## config.mk

```make
export PLATFORM = sky130hd
export DESIGN_NAME = fifo_rd_ptr_ctrl
export DESIGN_NICKNAME = d
export VERILOG_FILES = /design/src/rtl/fifo_rd_ptr_ctrl.sv
export SDC_FILE = /design/constraint.sdc
export NUM_CORES = 1
export LEC_CHECK = 0
export ABC_AREA = 1
export CAP_MARGIN = 30
export CORE_ASPECT_RATIO = 0.7
export CORE_MARGIN = 2
export CORE_UTILIZATION = 53
export DETAILED_ROUTE_END_ITERATION = 8
export GPL_ROUTABILITY_DRIVEN = 0
export PLACE_DENSITY = 0.86
export SYNTH_ARGS = -nofsm -noshare
export SYNTH_HDL_FRONTEND = slang
export SYNTH_SLANG_ARGS = --single-unit
```

## constraint.sdc

```tcl
create_clock -name clk -period 4.23 [get_ports clk]
set_clock_uncertainty 0.2 [all_clocks]
set_input_delay 1.269 -clock clk [delete_from_list [all_inputs] [get_ports clk]]
set_output_delay 1.269 -clock clk [all_outputs]
set_load 0.02 [all_outputs]
```

## src/rtl/fifo_rd_ptr_ctrl.sv

```systemverilog
// Read-side pointer controller for the DVP-RX async FIFO: synchronises the gray
// write pointer, tracks the read pointer, and produces empty/level/read address.

module gray2bin_converter #(
   parameter int DATA_WIDTH = 5
) (
   input  logic [DATA_WIDTH-1:0] gray,
   output logic [DATA_WIDTH-1:0] bin
);
   // Each binary bit is the XOR-reduction of the gray bits at and above it.
   for (genvar i = 0; i < DATA_WIDTH; i++) begin : g_bit
      assign bin[i] = ^gray[DATA_WIDTH-1:i];
   end
endmodule

module fifo_rd_ptr_ctrl #(
   parameter int ADDR_WIDTH  = 4,
   parameter int SYNC_STAGES = 2
) (
   input  logic                  clk,
   input  logic                  rst_n,
   input  logic [ADDR_WIDTH:0]   wr_ptr_gray_i,
   input  logic                  rd_ready_i,
   output logic                  rd_valid_o,
   output logic [ADDR_WIDTH-1:0] rd_addr_o,
   output logic [ADDR_WIDTH:0]   rd_ptr_gray_o,
   output logic                  empty_o,
   output logic [ADDR_WIDTH:0]   level_o
);
   localparam int PW = ADDR_WIDTH + 1;

   logic [SYNC_STAGES-1:0][PW-1:0] sync_q;
   logic [PW-1:0] wr_ptr_gray_s;
   logic [PW-1:0] wr_ptr_bin_s;
   logic [PW-1:0] rd_ptr_bin;
   logic [PW-1:0] rd_ptr_bin_nxt;
   logic [PW-1:0] rd_ptr_gray_nxt;
   logic          pop;

   // Plain flop chain: nothing may sit between stages.
   always_ff @(posedge clk or negedge rst_n) begin
      if (!rst_n) sync_q <= '0;
      else        sync_q <= {sync_q[SYNC_STAGES-2:0], wr_ptr_gray_i};
   end

   assign wr_ptr_gray_s = sync_q[SYNC_STAGES-1];

   gray2bin_converter #(.DATA_WIDTH(PW)) u_wr_g2b (
      .gray (wr_ptr_gray_s),
      .bin  (wr_ptr_bin_s)
   );

   // Valid comes only from the registered empty flag, never from ready.
   assign rd_valid_o      = ~empty_o;
   assign pop             = rd_valid_o & rd_ready_i;
   assign rd_ptr_bin_nxt  = rd_ptr_bin + PW'(pop);
   assign rd_ptr_gray_nxt = rd_ptr_bin_nxt ^ (rd_ptr_bin_nxt >> 1);
   assign rd_addr_o       = rd_ptr_bin[ADDR_WIDTH-1:0];

   // Flags use the post-pop pointer so popping the last word closes the window at once.
   always_ff @(posedge clk or negedge rst_n) begin
      if (!rst_n) begin
         rd_ptr_bin    <= '0;
         rd_ptr_gray_o <= '0;
         empty_o       <= 1'b1;
         level_o       <= '0;
      end else begin
         rd_ptr_bin    <= rd_ptr_bin_nxt;
         rd_ptr_gray_o <= rd_ptr_gray_nxt;
         empty_o       <= (rd_ptr_gray_nxt == wr_ptr_gray_s);
         level_o       <= wr_ptr_bin_s - rd_ptr_bin_nxt;
      end
   end
endmodule

```

==> reports/qor.yml <==
run_status:
  status: "completed"
timing:
  finalCritPeriodShare_pct: 76.2
  drv_slew: 0
  setup_ws_ns: 1.01
  rsz0062_at_grt: "no"
  slew_headroom_pct: 79.4
  max_freq_mhz: 310
  setup_viol_count_final: 0
  tns_ns: 0
  hold_viol: 0
  worstMarginPinSlew_ns: 0.309
  final.min_clock_period_ns: 3.22
worst_setup_path:
  start_kind: "input port"
  arrival_ns: 3.26
  crit_path_max_fanout: 6
  reg2reg_depth: 14
  required_ns: 4.26
  end_kind: "flip-flop"
  worstSetupPathType: "input port to flip-flop"
cts:
  cts_hold_buf: 0
  clockBufferDepth: 2
  path_clk_slew_ns: 0.14
  cts_tree: "built"
  cts_buffers: 3
  cts_setup_buffers: 0
  clock-sinks: 25
  clock_latency_ns: 0.32
  root_buffer: "clkbuf_4"
  cts_resized: 0
  ctsHtreeMaxLevel: 1
placement:
  place_ws_ns: 0.693
  dp_hpwl_um: 1710
  portBuffers: 23
logic_synthesis:
  ys_ff_latch: 25
  synth.distinct_cells: 18
  netlist_instances: 131
  syn_avg_cell_area_um2: 9.07
  syn_nets: 144
  synth_seq_area_share_pct: 52.7
  yosys_warnings: 0
  synth_area_um2: 1190
finish:
  seqCellArea_um2: 627
  drive_above_1_share_pct: 10.1
  area_delta_synth_final_pct: 25.9
  utilization_pct: 70.0
  diodes: 0
  n_fill_cell: 179
  multi_input_area_um2: 475
  final_cell_mix: "38 x nand2_1, 24 x dfrtp_1, 23 x clkdlybuf4s50_1, 22 x inv_1, 16 x nand3_1"
  final_common_cell: "nand2_1"
  nets: 173
grt:
  antenna_found_initial: 0
  grt_max_degree: 26
  grt_pass1_wl_um: 3700
  globalRoute.totalOverflow: 0
  grt.total_usage_pct: 19.5
  grt_pass1_vias: 871
route:
  met2_length_um: 1100
  vias: 961
  wirelength_um: 2200
  wire_per_inst_um: 11.5
  routed.top_layer: "met4"
  drc: 0
  first_pass_iters: 6
  final_antenna_net_count: 0
  drtIter0Drc: 28
  vias_per_cell: 5.03
  met3_length_um: 189
  wl_met1_um: 876
power:
  peakVddDrop_mv: 0.343
  leakage_uw: 0.000779
  power.density_nw_per_um2: 769
floorplanning:
  die_area_um2: 2640
  die_y_um: 43.6
  ios: 24
  rows: 14
  die_w_um: 60.6
  core_area_um2: 2140
  initial_core_util_pct: 55.6
worst_hold_path:
  hp-class: "flip-flop to flip-flop"
  holdPathStages: 0
run:
  cap_violations: 0
## final timing paths
path,start,end,slack [ns]
max,rd_ready_i,level_o[4],1.01
min,sync_q[2],wr_ptr_gray_s[2],0.17
max reg2reg,wr_ptr_gray_s[3],level_o[4],1.70
min reg2reg,sync_q[2],wr_ptr_gray_s[2],0.17
max in group asynchronous,rst_n,empty_o,2.46
min in group asynchronous,rst_n,rd_ptr_bin[3],1.09
## critical path: stages
cell	delay (ns)
clkdlybuf4s50_1	0.45
nand3_2	0.13
inv_1	0.05
ha_1	0.40
inv_1	0.17
fa_1	0.48
nand4_1	0.13
nand2_1	0.06
nand2_1	0.05
nand2_1	0.05
## per-layer routing
metal	global-route usage, %	vias to the layer above
met5	0	-
li1	-	464
met3	7.76	7
met1	23.5	443
met2	31.8	47
met4	6.96	0
## layout make-up
class | count | share of cell area (%)
multi-input cells | 83 | 31.8
repair buffers | 24 | 15.9
well taps | 32 | 2.68
inverters | 23 | 5.77
clock inverters | 1 | 0.502
flip-flops and latches | 25 | 41.9
clock buffers | 3 | 1.51
## kinds of logic after synthesis
logic type | share of synthesized area (%)
DFF | 52.7
and+or+nand+nor | 27.4
buffers and inverters | 7.26
AOI/OAI and AO/OA | 1.05
xor gates and xnor gates | 5.68
adders and majority gates | 5.89
## report_power, final
part	total, uW	switching [uW]	internal (uW)
clock	107	71.2	36.2
sequential	368	48.7	319
combinational	675	389	286
total	1150	509	642
## Yosys cell counts (all sizes together)
library cell  instances  area (um2)
nand2                45         191
dfrtp                24         601
inv                  23        86.3
nand3                18         100
ha                    4        50.1
nor2                  4        15.0
xor2                  4        35.0
nand4                 3        18.8
a21oi                 1        5.00
dfstp                 1        26.3
fa                    1        20.0
o21bai                1        7.51
xnor2                 1        8.76
xor3                  1        23.8
## sequential cells by signal, summed over array words and instances, names as in the netlist
signal	cells
level_o	5
rd_ptr_bin	5
sync_q	5
wr_ptr_gray_s	5
rd_ptr_gray_o	4
empty_o	1
## stage by stage
| step | power, uW | cell area (um2) | instances | hold WS [ns] |
|---|---|---|---|---|
| after floorplan | 810 | 1190 | 131 | 0.131 |
| after global routing | 1250 | 1500 | 191 | 0.181 |
| after detailed placement | 1050 | 1470 | 187 | 0.138 |
| after CTS | 1160 | 1500 | 191 | 0.172 |
| after global placement | 1020 | 1470 | 187 | 0.132 |
| final | 1150 | 1500 | 191 | 0.168 |
Power figures use the tool's default switching activity.
